===== config.mk =====
export PLATFORM = sky130hd
export DESIGN_NAME = board_uart_tx
export DESIGN_NICKNAME = d
export VERILOG_FILES = /design/src/rtl/game_pkg.sv /design/src/rtl/uart_tx_byte.sv /design/src/rtl/board_uart_tx.sv
export SDC_FILE = /design/constraint.sdc
export NUM_CORES = 1
export LEC_CHECK = 0
export ABC_AREA = 1
export CAP_MARGIN = 20
export CORE_ASPECT_RATIO = 1.5
export CORE_MARGIN = 2
export CORE_UTILIZATION = 40
export CTS_CLUSTER_DIAMETER = 30
export CTS_CLUSTER_SIZE = 12
export DETAILED_ROUTE_END_ITERATION = 10
export PLACE_DENSITY = 0.69
export SYNTH_ARGS = -nofsm -noshare
export SYNTH_HDL_FRONTEND = slang
export SYNTH_SLANG_ARGS = --single-unit

===== constraint.sdc =====
create_clock -name Clk -period 27.2 [get_ports Clk]
set_clock_uncertainty 0.05 [all_clocks]
set_input_delay 6.8 -clock Clk [delete_from_list [all_inputs] [get_ports Clk]]
set_output_delay 6.8 -clock Clk [all_outputs]
set_load 0.005 [all_outputs]

===== src/rtl/game_pkg.sv =====
// rtl/game_pkg.sv - shared constants, FSM state type and hex helper for the board UART reader
//
// Purpose : frame geometry, ASCII constants, byte-shifter state enum and a
//           nibble-to-uppercase-hex converter used by board_uart_tx.
// Ports   : none (package).
package game_pkg;

   localparam int TILE_W    = 12;
   localparam int NUM_TILES = 16;
   localparam int FRAME_LEN = 57;

   localparam logic [7:0] ASCII_B  = 8'h42;
   localparam logic [7:0] ASCII_CR = 8'h0D;
   localparam logic [7:0] ASCII_LF = 8'h0A;
   localparam logic [7:0] ASCII_0  = 8'h30;

   typedef enum logic [1:0] {
      BTX_IDLE  = 2'd0,
      BTX_START = 2'd1,
      BTX_DATA  = 2'd2,
      BTX_STOP  = 2'd3
   } btx_state_t;

   // 0-9 -> '0'-'9', 10-15 -> 'A'-'F'  ('A' - 10 = 0x37)
   function automatic logic [7:0] hex2ascii(input logic [3:0] nib);
      return (nib < 4'd10) ? (ASCII_0 + {4'h0, nib}) : (8'h37 + {4'h0, nib});
   endfunction

endpackage


===== src/rtl/uart_tx_byte.sv =====
// rtl/uart_tx_byte.sv - 8N1 byte shifter with baud counter
//
// Purpose : sends one byte as start(0), 8 data bits LSB first, stop(1).
// Ports   : clk_i, rst_i (async, active-high)
//           load_i       - accept data_i and begin a start bit on the next cycle;
//                          may be asserted in the byte_done_o cycle for gapless chars
//           data_i[7:0]  - byte to send
//           tx_o         - registered serial line, idle high
//           byte_done_o  - high during the last cycle of the stop bit
module uart_tx_byte
   import game_pkg::*;
#(
   parameter int CLKS_PER_BIT = 868
) (
   input  logic       clk_i,
   input  logic       rst_i,
   input  logic       load_i,
   input  logic [7:0] data_i,
   output logic       tx_o,
   output logic       byte_done_o
);

   localparam int CW = (CLKS_PER_BIT > 2) ? $clog2(CLKS_PER_BIT) : 1;

   btx_state_t    state_q;
   logic [CW-1:0] baud_q;
   logic [2:0]    bit_q;
   logic [7:0]    shift_q;
   logic          tx_q;
   logic          term;

   assign term        = (baud_q == CW'(CLKS_PER_BIT - 1));
   assign byte_done_o = (state_q == BTX_STOP) && term;
   assign tx_o        = tx_q;

   always_ff @(posedge clk_i or posedge rst_i) begin
      if (rst_i) begin
         state_q <= BTX_IDLE;
         baud_q  <= '0;
         bit_q   <= '0;
         shift_q <= '0;
         tx_q    <= 1'b1;
      end else if (load_i) begin
         state_q <= BTX_START;
         baud_q  <= '0;
         bit_q   <= '0;
         shift_q <= data_i;
         tx_q    <= 1'b0;
      end else if (state_q != BTX_IDLE) begin
         if (term) begin
            baud_q <= '0;
            case (state_q)
               BTX_START: begin
                  state_q <= BTX_DATA;
                  tx_q    <= shift_q[0];
               end
               BTX_DATA: begin
                  if (bit_q == 3'd7) begin
                     state_q <= BTX_STOP;
                     tx_q    <= 1'b1;
                  end else begin
                     bit_q   <= bit_q + 3'd1;
                     shift_q <= shift_q >> 1;
                     tx_q    <= shift_q[1];
                  end
               end
               default: begin
                  state_q <= BTX_IDLE;
                  tx_q    <= 1'b1;
               end
            endcase
         end else begin
            baud_q <= baud_q + CW'(1);
         end
      end
   end

endmodule


===== src/rtl/board_uart_tx.sv =====
// rtl/board_uart_tx.sv - frame sequencer sending the board snapshot as a 57-char ASCII UART frame
//
// Purpose : snapshots MatrixCopy/score/check_over/checkWin and transmits
//           'B', 48 tile hex chars, 5 score hex chars, status char, CR, LF.
// Ports   : Clk, Reset (async, active-high)
//           MatrixCopy[191:0], score[16:0], check_over, checkWin - board inputs
//           Send  - frame request, sampled while idle
//           tx    - UART line (idle high)
//           busy  - frame in progress
//           Done  - one-cycle pulse at frame end
// Option  : BOARD_TX_AUTO_EN - also start a frame when the board differs from
//           the last transmitted one.
module board_uart_tx
   import game_pkg::*;
#(
   parameter int CLK_HZ = 100_000_000,
   parameter int BAUD   = 115200
) (
   input  logic         Clk,
   input  logic         Reset,
   input  logic [191:0] MatrixCopy,
   input  logic [16:0]  score,
   input  logic         check_over,
   input  logic         checkWin,
   input  logic         Send,
   output logic         tx,
   output logic         busy,
   output logic         Done
);

   localparam int CLKS_PER_BIT = CLK_HZ / BAUD;

   logic         busy_q, done_q;
   logic [5:0]   char_idx_q;
   logic [191:0] mat_q;
   logic [16:0]  score_q;
   logic         over_q, win_q;

   logic         go, load, byte_done;
   logic [5:0]   next_idx;
   logic [7:0]   char_d;
   logic [19:0]  score20;
   logic [3:0]   nibs [0:52];

`ifdef BOARD_TX_AUTO_EN
   logic [210:0] last_q;
   assign go = Send || ({MatrixCopy, score, check_over, checkWin} != last_q);
`else
   assign go = Send;
`endif

   // While busy the shifter is reloaded in the final stop-bit cycle with the
   // following char, so no idle time appears between chars.
   assign load     = (!busy_q && go) ||
                     (byte_done && (char_idx_q != 6'(FRAME_LEN - 1)));
   assign next_idx = busy_q ? (char_idx_q + 6'd1) : 6'd0;
   assign score20  = {3'b000, score_q};

   // Hex nibble sequence for chars 1..53: tiles MS nibble first, then score.
   always_comb begin
      for (int t = 0; t < NUM_TILES; t++) begin
         for (int j = 0; j < 3; j++) begin
            nibs[3*t + j] = mat_q[TILE_W*t + 11 - 4*j -: 4];
         end
      end
      for (int j = 0; j < 5; j++) begin
         nibs[48 + j] = score20[19 - 4*j -: 4];
      end
   end

   // Char 0 is a constant, so it is valid before the snapshot is latched.
   always_comb begin
      char_d = ASCII_B;
      case (next_idx)
         6'd0:    char_d = ASCII_B;
         6'd54:   char_d = ASCII_0 + {6'b0, win_q, over_q};
         6'd55:   char_d = ASCII_CR;
         6'd56:   char_d = ASCII_LF;
         default: if (next_idx <= 6'd53) char_d = hex2ascii(nibs[next_idx - 6'd1]);
      endcase
   end

   always_ff @(posedge Clk or posedge Reset) begin
      if (Reset) begin
         busy_q     <= 1'b0;
         done_q     <= 1'b0;
         char_idx_q <= '0;
         mat_q      <= '0;
         score_q    <= '0;
         over_q     <= 1'b0;
         win_q      <= 1'b0;
`ifdef BOARD_TX_AUTO_EN
         last_q     <= '0;
`endif
      end else begin
         done_q <= 1'b0;
         if (!busy_q) begin
            if (go) begin
               busy_q     <= 1'b1;
               char_idx_q <= '0;
               mat_q      <= MatrixCopy;
               score_q    <= score;
               over_q     <= check_over;
               win_q      <= checkWin;
`ifdef BOARD_TX_AUTO_EN
               last_q     <= {MatrixCopy, score, check_over, checkWin};
`endif
            end
         end else if (byte_done) begin
            if (char_idx_q == 6'(FRAME_LEN - 1)) begin
               busy_q <= 1'b0;
               done_q <= 1'b1;
            end else begin
               char_idx_q <= char_idx_q + 6'd1;
            end
         end
      end
   end

   uart_tx_byte #(.CLKS_PER_BIT(CLKS_PER_BIT)) u_byte (
      .clk_i       (Clk),
      .rst_i       (Reset),
      .load_i      (load),
      .data_i      (char_d),
      .tx_o        (tx),
      .byte_done_o (byte_done)
   );

   assign busy = busy_q;
   assign Done = done_q;

endmodule

==> results of run 1 <==
==> cells by family (layout without fill, tap and decap cells) <==
family | Yosys count | in the layout | share of synthesized area (%)
AND/OR/NAND/NOR | 844 | 844 | 28.1
buffers and inverters | 305 | 517 | 10.0
AO/OA/AOI/OAI | 274 | 274 | 11.5
flip-flops | 242 | 242 | 48.7
adder cells (fa/ha/maj) | 14 | 14 | 1.41
XOR/XNOR | 3 | 3 | 0.272
other | 0 | 3 | 0
==> layout make-up <==
type | count | area, sq um | area share [%]
diodes | 3 | 7.51 | 0.0460
multi-input cells | 1135 | 5150 | 31.6
clock inverters | 17 | 265 | 1.63
inverters | 216 | 818 | 5.02
flip-flops and latches | 242 | 6060 | 37.1
clock buffers | 58 | 1260 | 7.76
well taps | 405 | 507 | 3.11
repair buffers | 226 | 2240 | 13.7
==> sequential cells by signal, indices dropped and copies added (netlist names) <==
name and cells:
mat_q 192, score_q 17, u_byte.baud_q 10, u_byte.shift_q 7
char_idx_q 6, u_byte.bit_q 3, u_byte.state_q 2, Done 1
busy 1, over_q 1, u_byte.tx_o 1, win_q 1
==> metal layers <==
layer  vias to the layer above  GRT usage, %  part of all wire (%)
li1                       5627             -                     -
met1                      5323          28.7                    42
met2                       358          38.3                    49
met3                        79          3.42                   5.4
met4                         0          9.27                   3.3
met5                         -             0                     0
==> how the worst min path moves through the flow <==
| stage | slack (ns) | cells after the start | start | to |
|---|---|---|---|---|
| finish | 0.41 | 2 | mat_q[120] | mat_q[120] |
| global route | 0.44 | 2 | mat_q[32] | mat_q[32] |
| CTS | 0.42 | 2 | mat_q[112] | mat_q[112] |
| detailed placement | 0.40 | 2 | mat_q[112] | mat_q[112] |
| global placement | 0.40 | 2 | mat_q[160] | mat_q[160] |
| floorplan | 0.39 | 2 | mat_q[0] | mat_q[0] |
==> worst min-delay path, cell delays in order, from the launching register on <==
cell and delay (ns):
sky130_fd_sc_hd__dfrtp_1 0.33, sky130_fd_sc_hd__nand2_1 0.05, sky130_fd_sc_hd__nand2_1 0.05
==> per-stage QoR <==
| step | hold WS, ns | setup slack, ns | util, % | total power, uW | cells |
|---|---|---|---|---|---|
| 2_1_floorplan | 0.387 | 13.71 | - | 442 | 1682 |
| 3_3_place_gp | 0.401 | 17.05 | 47.9 | 490 | 2224 |
| 3_5_place_dp | 0.404 | 16.88 | 47.9 | 492 | 2224 |
| 4_1_cts | 0.417 | 17.41 | 52.8 | 1060 | 2299 |
| 5_1_grt | 0.440 | 17.06 | 52.9 | 1090 | 2302 |
| 6_report | 0.412 | 17.36 | 52.9 | 1050 | 2302 |
==> power by group <==
part	switching (uW)	total, uW	internal [uW]
Combinational	53.0	100	47.2
Sequential	6.53	387	380
Clock	180	562	382
==> cells in the mapped netlist (2+ instances only) <==
| master | number | area share [%] |
|---|---|---|
| sky130_fd_sc_hd__nand3_1 | 128 | 5.1 |
| sky130_fd_sc_hd__clkbuf_1 | 48 | 1.4 |
| sky130_fd_sc_hd__nand3_2 | 4 | 0.32 |
| sky130_fd_sc_hd__dfrtp_1 | 241 | 48 |
| sky130_fd_sc_hd__a211oi_1 | 2 | 0.12 |
| sky130_fd_sc_hd__nand2_4 | 4 | 0.36 |
| sky130_fd_sc_hd__nand4_1 | 9 | 0.45 |
| sky130_fd_sc_hd__inv_2 | 9 | 0.27 |
| sky130_fd_sc_hd__buf_2 | 20 | 0.80 |
| sky130_fd_sc_hd__o21ai_1 | 5 | 0.20 |
| sky130_fd_sc_hd__a21oi_1 | 38 | 1.5 |
| sky130_fd_sc_hd__nor2_4 | 3 | 0.27 |
| sky130_fd_sc_hd__buf_1 | 6 | 0.18 |
| sky130_fd_sc_hd__o211ai_1 | 4 | 0.24 |
| sky130_fd_sc_hd__a21boi_0 | 2 | 0.12 |
| sky130_fd_sc_hd__buf_6 | 6 | 0.54 |
| sky130_fd_sc_hd__ha_1 | 14 | 1.4 |
| sky130_fd_sc_hd__buf_4 | 9 | 0.54 |
| sky130_fd_sc_hd__clkinv_1 | 3 | 0.090 |
| sky130_fd_sc_hd__inv_1 | 204 | 6.2 |
| sky130_fd_sc_hd__nand2_1 | 650 | 20 |
| sky130_fd_sc_hd__o21ai_0 | 212 | 8.5 |
| sky130_fd_sc_hd__nor2_1 | 22 | 0.66 |
| sky130_fd_sc_hd__o31ai_1 | 3 | 0.18 |
| sky130_fd_sc_hd__nand2_2 | 9 | 0.45 |
| sky130_fd_sc_hd__nor3_1 | 10 | 0.40 |
==> metrics.log, run 1 <==
INFO  metric post_cts_resized = 0
INFO  metric synth_flop_cell = sky130_fd_sc_hd__dfrtp_1
INFO  metric critical_path_arrival = about 10 ns
INFO  metric detail-route-antenna-nets = 0
INFO  metric max_clock_freq = about 0.10 GHz
INFO  metric place.port_buffers = 216
INFO  metric post_drt_via_cell_ratio = approximately 4.9
INFO  metric yosysSeqAreaShare = between 40% and 50%
INFO  metric routed-via-count = ~11000
INFO  metric mostFrequentLayoutCell = sky130_fd_sc_hd__nand2_1
INFO  metric grt.overflow.total = 0
INFO  metric cts.htree.levels = 2
INFO  metric cts-hold-fix-buffers = 0
INFO  metric grt_setup_unrepaired = no
INFO  metric crit_buf_inv = 5
INFO  metric critical_path.reg2reg.startpoint = busy
INFO  metric finalSetupViolCount = 0
INFO  metric crit_path_end_kind = register
INFO  metric period_minus_slack = between 9 and 10 ns
INFO  metric worst_path_largest_cell_delay = 0.90 ns
INFO  metric grt_max_degree = 137
INFO  metric drt_pass1_iterations = 5
INFO  metric worst_setup_path_startpoint = Send
INFO  metric postCtsSetupBuffers = 0
INFO  metric yosys_warnings = 0
INFO  metric design.die.area = 32600 sq um
INFO  metric tns = 0 ns
INFO  metric critPathKind = input port to register
INFO  metric finalHoldViolCount = 0
INFO  metric globalplace.congestion = approximately 0.89
INFO  metric number_of_enable_flip_flop_cells_after_synthesis = 0
INFO  metric synth-seq-cells = between 200 and 250
INFO  metric synth_nets = ~1900
INFO  metric worst_slew_pin_slew = approximately 1.1 ns
INFO  metric num_io_pins = 217
INFO  metric cts_bufs_inserted = 42
INFO  metric max_cap_violations = 0
INFO  metric antenna_violations_before_repair = 3
INFO  metric cpMostUsedCell = sky130_fd_sc_hd__buf_4
INFO  metric ffs_w_async_s_r_synth = 100%
INFO  metric syn-mean-instance-area = roughly 7.4 sq um
INFO  metric core_footprint = just over 30000 sq um
INFO  metric layout.filler_cells = a little under 3000
INFO  metric crit_chain = clkdlybuf4s50_1 > inv_1 > nor2_4 > buf_4 > buf_4 > buf_4 > o21ai_0
INFO  metric final_max_slew_viol_count = 0
INFO  metric initial_utilization = about two fifths
INFO  metric crit_cells = 7
INFO  metric worst-r2r-setup-slack = approximately 23 ns
INFO  metric worstPathRequired = roughly 27 ns
INFO  metric synthesis.instances = 1682
INFO  metric worstHoldPathType = register to register
INFO  metric grt_pass1_wl = approximately 60000 um
INFO  metric path_clk_slew = 0.05 ns
INFO  metric drt_wl_total = approximately 36000 um
INFO  metric synth.distinct_cells = 43
INFO  metric layout-area-overhead-vs-synth = 31.0%
INFO  metric reg2reg_depth = 23
INFO  metric cts.path.max_buffers = 3
INFO  metric outcome = finished, final reports clean
INFO  metric cp-start-kind = input port
INFO  metric r2r_end = u_byte.shift_q[2]
INFO  metric grt_pass1_vias = between 10000 and 15000
INFO  metric worst_path_max_delay_cell = sky130_fd_sc_hd__buf_4
INFO  metric netlist_area = between 10000 and 15000 sq um
INFO  metric placed_area = ~15000 sq um
INFO  metric max_ir_drop_vdd = 40.7 uV
INFO  metric maxSlewHeadroom = 29.5%
INFO  metric final_cell_mix = sky130_fd_sc_hd__nand2_1 (650), sky130_fd_sc_hd__dfrtp_1 (241), sky130_fd_sc_hd__clkdlybuf4s50_1 (216)
INFO  metric die_w = approximately 150 um
INFO  metric placementRows = slightly below 80
INFO  metric post-route-period-util = a little over a third
INFO  metric die_height = around 220 um
INFO  metric finish.net_count = 2091
INFO  metric static-leakage-power = 0.00795 uW
INFO  metric post_route_cells_drive_above_1_share = between 6 and 7%
INFO  metric grt.total_usage = 22.5%
INFO  metric detail_route.drc_violations = 0
INFO  metric detailed_place_hpwl = 23900 um
INFO  metric clock-root-buffer = sky130_fd_sc_hd__clkbuf_16
INFO  metric layout.cell_area.non_filler = ~16000 sq um
INFO  metric cts_tree = built
INFO  metric cp-endpoint = mat_q[99]
INFO  metric critical_path_peak_fanout = roughly 130
INFO  metric detail_route.iter0.violations = between 700 and 800
INFO  metric cts_sinks = roughly 240
INFO  metric critPathTopFamily = buffers and inverters
INFO  metric powerDensity = 64.3 nW/um^2
INFO  metric avgRoutedWirePerCell = about 16 um
INFO  metric clk-insertion-delay-late = between 0.5 and 0.6 ns
Power figures use the tool's default switching activity.
==> run 2: changes to the inputs <==
==> constraint.sdc (replaced) <==
create_clock -name Clk -period 10.3 [get_ports Clk]
set_clock_uncertainty 0.05 [all_clocks]
set_input_delay 2.575 -clock Clk [delete_from_list [all_inputs] [get_ports Clk]]
set_output_delay 2.575 -clock Clk [all_outputs]
set_load 0.005 [all_outputs]
==> run 2 against run 1 <==
Net effect:
- first-iteration DRC count did not move
- clock power rose by 140%
- largest cell class unchanged
- register-to-register slack got worse by 17 ns
- critical path depth rose by 7
- sequential power rose to 2.6 times the previous value
- final cell count fell by 0.22%
- global-route usage fell by 0.53 points
- sequential share of layout area rose by 0.42 points
- non-clock buffer count fell by 2
- flip-flop and latch count did not move
==> metrics.log, run 2 (same netlist as run 1, synthesis figures left out) <==
INFO  metric worst_path_max_delay_cell = sky130_fd_sc_hd__inv_2
INFO  metric worstPathRequired = 10.66 ns (-16.83 ns)
INFO  metric post-route-period-util = ~50%
INFO  metric place.port_buffers = 216 (unchanged)
INFO  metric grt_max_degree = 291 (+110%)
INFO  metric worst_path_largest_cell_delay = 0.60 ns (-0.30 ns)
INFO  metric grt_pass1_vias = 11159 (-2.2%)
INFO  metric cts-hold-fix-buffers = 0 (unchanged)
INFO  metric detail_route.drc_violations = 0 (unchanged)
INFO  metric cts_sinks = 242 (unchanged)
INFO  metric mostFrequentLayoutCell = sky130_fd_sc_hd__nand2_1
INFO  metric antenna_violations_before_repair = 1 (-2)
INFO  metric final_cell_mix = sky130_fd_sc_hd__nand2_1 (650), sky130_fd_sc_hd__dfrtp_1 (241), sky130_fd_sc_hd__clkdlybuf4s50_1 (216)
INFO  metric grt_setup_unrepaired = no
INFO  metric multiInputGateArea = 5150 sq um (unchanged)
INFO  metric critical_path_peak_fanout = 46 (-64%)
INFO  metric postCtsSetupBuffers = 0 (unchanged)
INFO  metric final_max_slew_viol_count = 0 (unchanged)
INFO  metric biggestRegsByFlops = mat_q: 192 flops, score_q: 17 flops, u_byte.baud_q: 10 flops
INFO  metric cts_tree = built
INFO  metric post_cts_resized = 0 (unchanged)
INFO  metric outcome = finished, final reports clean
INFO  metric critPathTopFamily = buffers and inverters
INFO  metric path_clk_slew = 0.05 ns (about the same)
INFO  metric detail-route-antenna-nets = 0 (unchanged)
INFO  metric cpMostUsedCell = sky130_fd_sc_hd__inv_2
INFO  metric cp-start-kind = input port
INFO  metric finish.net_count = 2088 (-0.14%)
INFO  metric finalSetupViolCount = 0 (unchanged)
INFO  metric largest_register_ff_count = 192 (unchanged)
INFO  metric post_route_cells_drive_above_1_share = 6.03% (-0.31 points)
INFO  metric core_footprint = 30800 sq um (unchanged)
INFO  metric num_io_pins = 217 (unchanged)
INFO  metric largest_register = mat_q
INFO  metric avgRoutedWirePerCell = 15.5 um (-1.8%)
INFO  metric cts.htree.levels = 2 (unchanged)
INFO  metric placementRows = 79 (unchanged)
INFO  metric cts_bufs_inserted = 41 (-2.4%)
INFO  metric layout-area-overhead-vs-synth = 29.6%
INFO  metric critical_path_arrival = 5.48 ns (-4.65 ns)
INFO  metric initial_utilization = 40.3% (unchanged)
INFO  metric crit_path_end_kind = register
INFO  metric maxSlewHeadroom = 19.9% (-9.6 points)
INFO  metric clock-root-buffer = sky130_fd_sc_hd__clkbuf_16
INFO  metric drt_wl_total = 35500 um (-2.0%)
INFO  metric layout.filler_cells = 3021 (+1.2%)
INFO  metric max_clock_freq = between 0.15 and 0.2 GHz
INFO  metric worstHoldPathType = register to register
INFO  metric period_minus_slack = between 5 and 6 ns
INFO  metric max_cap_violations = 0 (unchanged)
INFO  metric globalplace.congestion = 0.906 (+1.4%)
INFO  metric die_height = 220 um (unchanged)
INFO  metric static-leakage-power = 0.00786 uW (-1.0%)
INFO  metric die_w = 148 um (unchanged)
INFO  metric seq_area = 6060 sq um (unchanged)
INFO  metric design.die.area = 32600 sq um (unchanged)
INFO  metric powerDensity = 163 nW/um^2 (+150%)
INFO  metric worst_slew_pin_slew = 1.20 ns (+0.143 ns)
INFO  metric detailed_place_hpwl = 23300 um (-2.7%)
INFO  metric placed_area = 14800 sq um (about the same)
INFO  metric detail_route.iter0.violations = 701 (unchanged)
INFO  metric grt.overflow.total = 0 (unchanged)
INFO  metric max_ir_drop_vdd = 121 uV (+200%)
INFO  metric crit_chain = clkdlybuf4s50_1 > inv_1 > nor2_4 > inv_2 > o21ai_4 > nor2_1 > inv_2 > nand2_2 > inv_2 > nand2_1 > inv_1 > o21ai_0 > a21oi_1 > a21o_1
INFO  metric layout.cell_area.non_filler = 16100 sq um (-1.1%)
INFO  metric crit_buf_inv = 6 (+1)
INFO  metric grt_pass1_wl = 57000 um (-2.1%)
INFO  metric clk-insertion-delay-late = 0.53 ns (about the same)
INFO  metric tns = 0 ns (unchanged)
INFO  metric cts.path.max_buffers = 3 (unchanged)
INFO  metric post_drt_via_cell_ratio = 4.93 (-0.28%)
INFO  metric drt_pass1_iterations = 5 (unchanged)
INFO  metric critPathKind = input port to register
INFO  metric finalHoldViolCount = 0 (unchanged)
INFO  metric routed-via-count = 11331 (-0.49%)
INFO  metric grt.total_usage = 22.0% (-0.53 points)
==> run 2: cell types whose count changed in the layout (fill, tap and decap cells not counted), sizes merged <==
cell      change
clkinvlp      -1
clkinv        +5
buf           -2
inv           +3
diode         -2
bufinv        -3
clkbuf        -5
==> run 2: through the flow <==
stage	power (uW)	cells	hold WS [ns]	util [%]	worst slack (ns)
2_1_floorplan	1170	1682	0.387	-	1.03
3_3_place_gp	1290	2222	0.399	47.9	4.73
3_5_place_dp	1300	2222	0.403	47.9	4.65
4_1_cts	2650	2296	0.416	52.3	5.17
5_1_grt	2720	2297	0.439	52.3	4.87
6_report	2620	2297	0.415	52.3	5.18
==> run 2: cell type report <==
type / count / area share, %
Antenna cell: 1 / 0.0155
Clock buffer: 53 / 7.09
Clock inverter: 21 / 1.33
Inverter: 216 / 5.07
Multi-Input combinational cell: 1135 / 31.9
Sequential cell: 242 / 37.6
Tap cell: 405 / 3.14
Timing Repair Buffer: 224 / 13.9
==> run 2: worst paths after layout <==
path	startpoint	end	slack [ns]	cells after the start
max reg2reg	busy	u_byte.shift_q[2]	5.66	25
max in group asynchronous	Reset	mat_q[16]	6.18	3
min	mat_q[184]	mat_q[184]	0.41	2
min reg2reg	mat_q[184]	mat_q[184]	0.41	2
min in group asynchronous	Reset	mat_q[111]	2.58	2
max	Send	u_byte.shift_q[5]	5.18	14
==> run 2: worst min-delay path, stage by stage (launching register included) <==
cell,delay (ns)
sky130_fd_sc_hd__dfrtp_1,0.33
sky130_fd_sc_hd__nand2_1,0.05
sky130_fd_sc_hd__nand2_1,0.04
==> run 2: metal layers <==
metal / GRT usage (%) / routed length (um)
met5: 0 / 0
met4: 8.32 / 1070
met3: 2.84 / 1870
met2: 37.9 / 17600
met1: 28.3 / 15000
==> run 2: where the power goes <==
group,internal [uW],switching (uW),leakage (uW)
sequential,1000,16.8,0.00276
combinational,125,139,0.00443
clock,863,474,0.000671
total,1990,629,0.00786
==> run 3: changes to the inputs <==
--- a/config.mk
+++ b/config.mk
@@ -13,7 +13,7 @@
 export CTS_CLUSTER_DIAMETER = 30
 export CTS_CLUSTER_SIZE = 12
 export DETAILED_ROUTE_END_ITERATION = 10
-export PLACE_DENSITY = 0.69
+export PLACE_DENSITY = 0.72
 export SYNTH_ARGS = -nofsm -noshare
 export SYNTH_HDL_FRONTEND = slang
 export SYNTH_SLANG_ARGS = --single-unit
==> constraint.sdc (replaced) <==
create_clock -name Clk -period 4.4 [get_ports Clk]
set_clock_uncertainty 0.05 [all_clocks]
set_input_delay 1.1 -clock Clk [delete_from_list [all_inputs] [get_ports Clk]]
set_output_delay 1.1 -clock Clk [all_outputs]
set_load 0.005 [all_outputs]
==> run 3 against run 2 <==
Net effect:
- non-clock buffer count rose by 9
- critical path depth rose by 9
- sequential share of layout area decreased by 0.27 points
- combinational power increased by 140%
- core utilization up 0.37 points
- worst setup slack worse by 4.6 ns
- register-to-register slack lost 5.1 ns
- flip-flop and latch count unchanged
- final cell count rose by 0.17%
- wire length is 3.4% higher
- hold slack gained 0.0046 ns
==> metrics.log, run 3 (same netlist as run 1, synthesis figures left out) <==
INFO  metric detailed_place_hpwl = 25200 um (+8.1%)
INFO  metric drt_wl_total = 36700 um (+3.4%)
INFO  metric num_io_pins = 217 (unchanged)
INFO  metric detail_route.drc_violations = 0 (unchanged)
INFO  metric layout.filler_cells = 2909 (-3.7%)
INFO  metric tns = 0 ns (unchanged)
INFO  metric max_ir_drop_vdd = 253 uV (+110%)
INFO  metric cp-start-kind = register
INFO  metric cts.htree.levels = 2 (unchanged)
INFO  metric cts_sinks = 242 (unchanged)
INFO  metric worst_setup_path_startpoint = char_idx_q[0]
INFO  metric maxSlewHeadroom = 37.8% (+18 points)
INFO  metric die_w = 148 um (unchanged)
INFO  metric worstPathRequired = 4.76 ns (-5.90 ns)
INFO  metric grt_max_degree = 225 (-23%)
INFO  metric cpMostUsedCell = sky130_fd_sc_hd__nand2_1
INFO  metric design.die.area = 32600 sq um (unchanged)
INFO  metric grt.total_usage = 22.8% (+0.82 points)
INFO  metric critPathKind = register to register
INFO  metric post_drt_via_cell_ratio = 4.98 (+0.88%)
INFO  metric avgRoutedWirePerCell = 16.0 um (+3.2%)
INFO  metric worst_path_largest_cell_delay = 0.52 ns (-0.08 ns)
INFO  metric postCtsSetupBuffers = 0 (unchanged)
INFO  metric cts_tree = built
INFO  metric post-place-cells = 2231 (+0.41%)
INFO  metric detail_route.iter0.violations = 873 (+25%)
INFO  metric initial_utilization = 40.3% (unchanged)
INFO  metric critical_path.reg2reg.startpoint = char_idx_q[0]
INFO  metric worst_slew_pin_slew = 0.931 ns (-0.270 ns)
INFO  metric final_max_slew_viol_count = 0 (unchanged)
INFO  metric final_cell_mix = sky130_fd_sc_hd__nand2_1 (650), sky130_fd_sc_hd__dfrtp_1 (241), sky130_fd_sc_hd__clkdlybuf4s50_1 (216)
INFO  metric worst-r2r-setup-slack = 0.61 ns (-5.05 ns)
INFO  metric critical_path_peak_fanout = 53 (+15%)
INFO  metric post-route-period-util = between 80% and 90%
INFO  metric r2r_end = u_byte.shift_q[2]
INFO  metric static-leakage-power = 0.00790 uW (+0.46%)
INFO  metric largest_register_ff_count = 192 (unchanged)
INFO  metric cts_bufs_inserted = 39 (-4.9%)
INFO  metric reg2reg_depth = 23 (-8.0%)
INFO  metric post_route_cells_drive_above_1_share = 6.54% (+0.51 points)
INFO  metric clk-insertion-delay-late = 0.52 ns (about the same)
INFO  metric clock-root-buffer = sky130_fd_sc_hd__clkbuf_16
INFO  metric cts.path.max_buffers = 3 (unchanged)
INFO  metric grt_pass1_wl = 59100 um (+3.6%)
INFO  metric grt_setup_unrepaired = no
INFO  metric worstHoldPathType = register to register
INFO  metric cp-endpoint = u_byte.shift_q[2]
INFO  metric crit_path_end_kind = register
INFO  metric seq_area = 6060 sq um (unchanged)
INFO  metric drt_pass1_iterations = 6 (+1)
INFO  metric core_footprint = 30800 sq um (unchanged)
INFO  metric mostFrequentLayoutCell = sky130_fd_sc_hd__nand2_1
INFO  metric critPathTopFamily = simple AND/OR/NAND/NOR gates
INFO  metric finish.net_count = 2095 (+0.34%)
INFO  metric final_cell_utilization_of_the_core = 52.7% (+0.37 points)
INFO  metric crit_chain = inv_2 > ha_1 > nand2_1 > ha_2 > buf_4 > nand3_1 > nand2_1 > nand2_1 > nand2_1 > nand2_1 > nand2_1 > nand2_1 > nand3_1 > nand2_2 > ha_1 > inv_1 > nand3_1 > nand2_1 > nand3_1 > nand3_1 > nand2_1 > nand2_1 > nand2_1
INFO  metric detail-route-antenna-nets = 0 (unchanged)
INFO  metric powerDensity = 378 nW/um^2 (+130%)
INFO  metric path_clk_slew = 0.05 ns (about the same)
INFO  metric period_minus_slack = 3.79 ns
INFO  metric max_cap_violations = 0 (unchanged)
INFO  metric max_clock_freq = around 0.26 GHz
INFO  metric post_cts_resized = 0 (unchanged)
INFO  metric globalplace.congestion = 0.897 (-0.99%)
INFO  metric place.port_buffers = 216 (unchanged)
INFO  metric multiInputGateArea = 5150 sq um (unchanged)
INFO  metric outcome = finished, final reports clean
INFO  metric cts-hold-fix-buffers = 0 (unchanged)
INFO  metric critical_path_arrival = 4.15 ns (-1.33 ns)
INFO  metric routed-via-count = 11451 (+1.1%)
INFO  metric worst_path_max_delay_cell = sky130_fd_sc_hd__buf_4
INFO  metric die_height = 220 um (unchanged)
INFO  metric placementRows = 79 (unchanged)
INFO  metric grt_pass1_vias = 11740 (+5.2%)
INFO  metric antenna_violations_before_repair = 1 (unchanged)
INFO  metric biggestRegsByFlops = mat_q: 192 flops, score_q: 17 flops, u_byte.baud_q: 10 flops
INFO  metric crit_buf_inv = 3 (-3)
INFO  metric finalHoldViolCount = 0 (unchanged)
INFO  metric finalSetupViolCount = 0 (unchanged)
INFO  metric largest_register = mat_q
INFO  metric layout.cells.non_filler = 2301 (+0.17%)
INFO  metric crit_cells = 23 (+9)
INFO  metric layout-area-overhead-vs-synth = 30.5%
INFO  metric grt.overflow.total = 0 (unchanged)
run 3: cell count changes in the layout (fill, tap and decap cells not counted), sizes merged:
cell	change
buf	+9
clkbuf	-7
clkinv	-3
clkinvlp	+4
inv	+1
run 3: power by group:
part / switching (uW) / internal, uW / total (uW) / leakage, uW
combinational: 337 / 299 / 636 / 0.00449
sequential: 43.5 / 2350 / 2390 / 0.00276
clock: 1140 / 1970 / 3110 / 0.000649
total: 1520 / 4620 / 6140 / 0.00790
run 3: how the worst min path moves through the flow:
stage,startpoint,end,slack [ns],cells past startpoint
after floorplan,mat_q[0],mat_q[0],0.39,2
after CTS,mat_q[64],mat_q[64],0.42,2
after global placement,mat_q[64],mat_q[64],0.40,2
after detailed placement,mat_q[64],mat_q[64],0.40,2
final,mat_q[64],mat_q[64],0.42,2
after global routing,mat_q[64],mat_q[64],0.44,2
run 3: through the flow:
step                total power, uW  worst slack, ns  hold WS, ns  area [sq um]
global placement               3050            0.723        0.397         14900
floorplan                      2730           0.0750        0.387         12400
finish                         6140            0.609        0.419         16200
CTS                            6190            0.634        0.417         16200
global route                   6390            0.272        0.442         16200
detailed placement             3060            0.649        0.404         14900
run 3: worst reg2reg max path: stages, from the launching register on:
cell and delay (ns):
sky130_fd_sc_hd__dfrtp_1 0.47, sky130_fd_sc_hd__inv_2 0.19, sky130_fd_sc_hd__ha_1 0.32, sky130_fd_sc_hd__nand2_1 0.16
sky130_fd_sc_hd__ha_2 0.40, sky130_fd_sc_hd__buf_4 0.52, sky130_fd_sc_hd__nand3_1 0.18, sky130_fd_sc_hd__nand2_1 0.09
sky130_fd_sc_hd__nand2_1 0.04, sky130_fd_sc_hd__nand2_1 0.09, sky130_fd_sc_hd__nand2_1 0.05, sky130_fd_sc_hd__nand2_1 0.07
sky130_fd_sc_hd__nand2_1 0.06, sky130_fd_sc_hd__nand3_1 0.14, sky130_fd_sc_hd__nand2_2 0.10, sky130_fd_sc_hd__ha_1 0.24
sky130_fd_sc_hd__inv_1 0.06, sky130_fd_sc_hd__nand3_1 0.07, sky130_fd_sc_hd__nand2_1 0.07, sky130_fd_sc_hd__nand3_1 0.06
sky130_fd_sc_hd__nand3_1 0.07, sky130_fd_sc_hd__nand2_1 0.05, sky130_fd_sc_hd__nand2_1 0.06, sky130_fd_sc_hd__nand2_1 0.05
run 3: final cells by class:
type,instances,area share [%]
flip-flops and latches,242,37.3
multi-input cells,1135,31.7
repair buffers,233,14.6
clock buffers,46,6.68
inverters,216,5.02
well taps,405,3.12
clock inverters,23,1.61
diodes,1,0.0154
run 3: routing by layer:
| layer | routed length, um | share of wire (%) | up-vias | GRT usage, % |
|---|---|---|---|---|
| li1 | - | - | 5630 | - |
| met1 | 15000 | 41 | 5308 | 28.2 |
| met4 | 1690 | 4.6 | 0 | 11.4 |
| met2 | 17900 | 49 | 405 | 39.1 |
| met3 | 2100 | 5.7 | 108 | 3.06 |
| met5 | 0 | 0 | - | 0 |
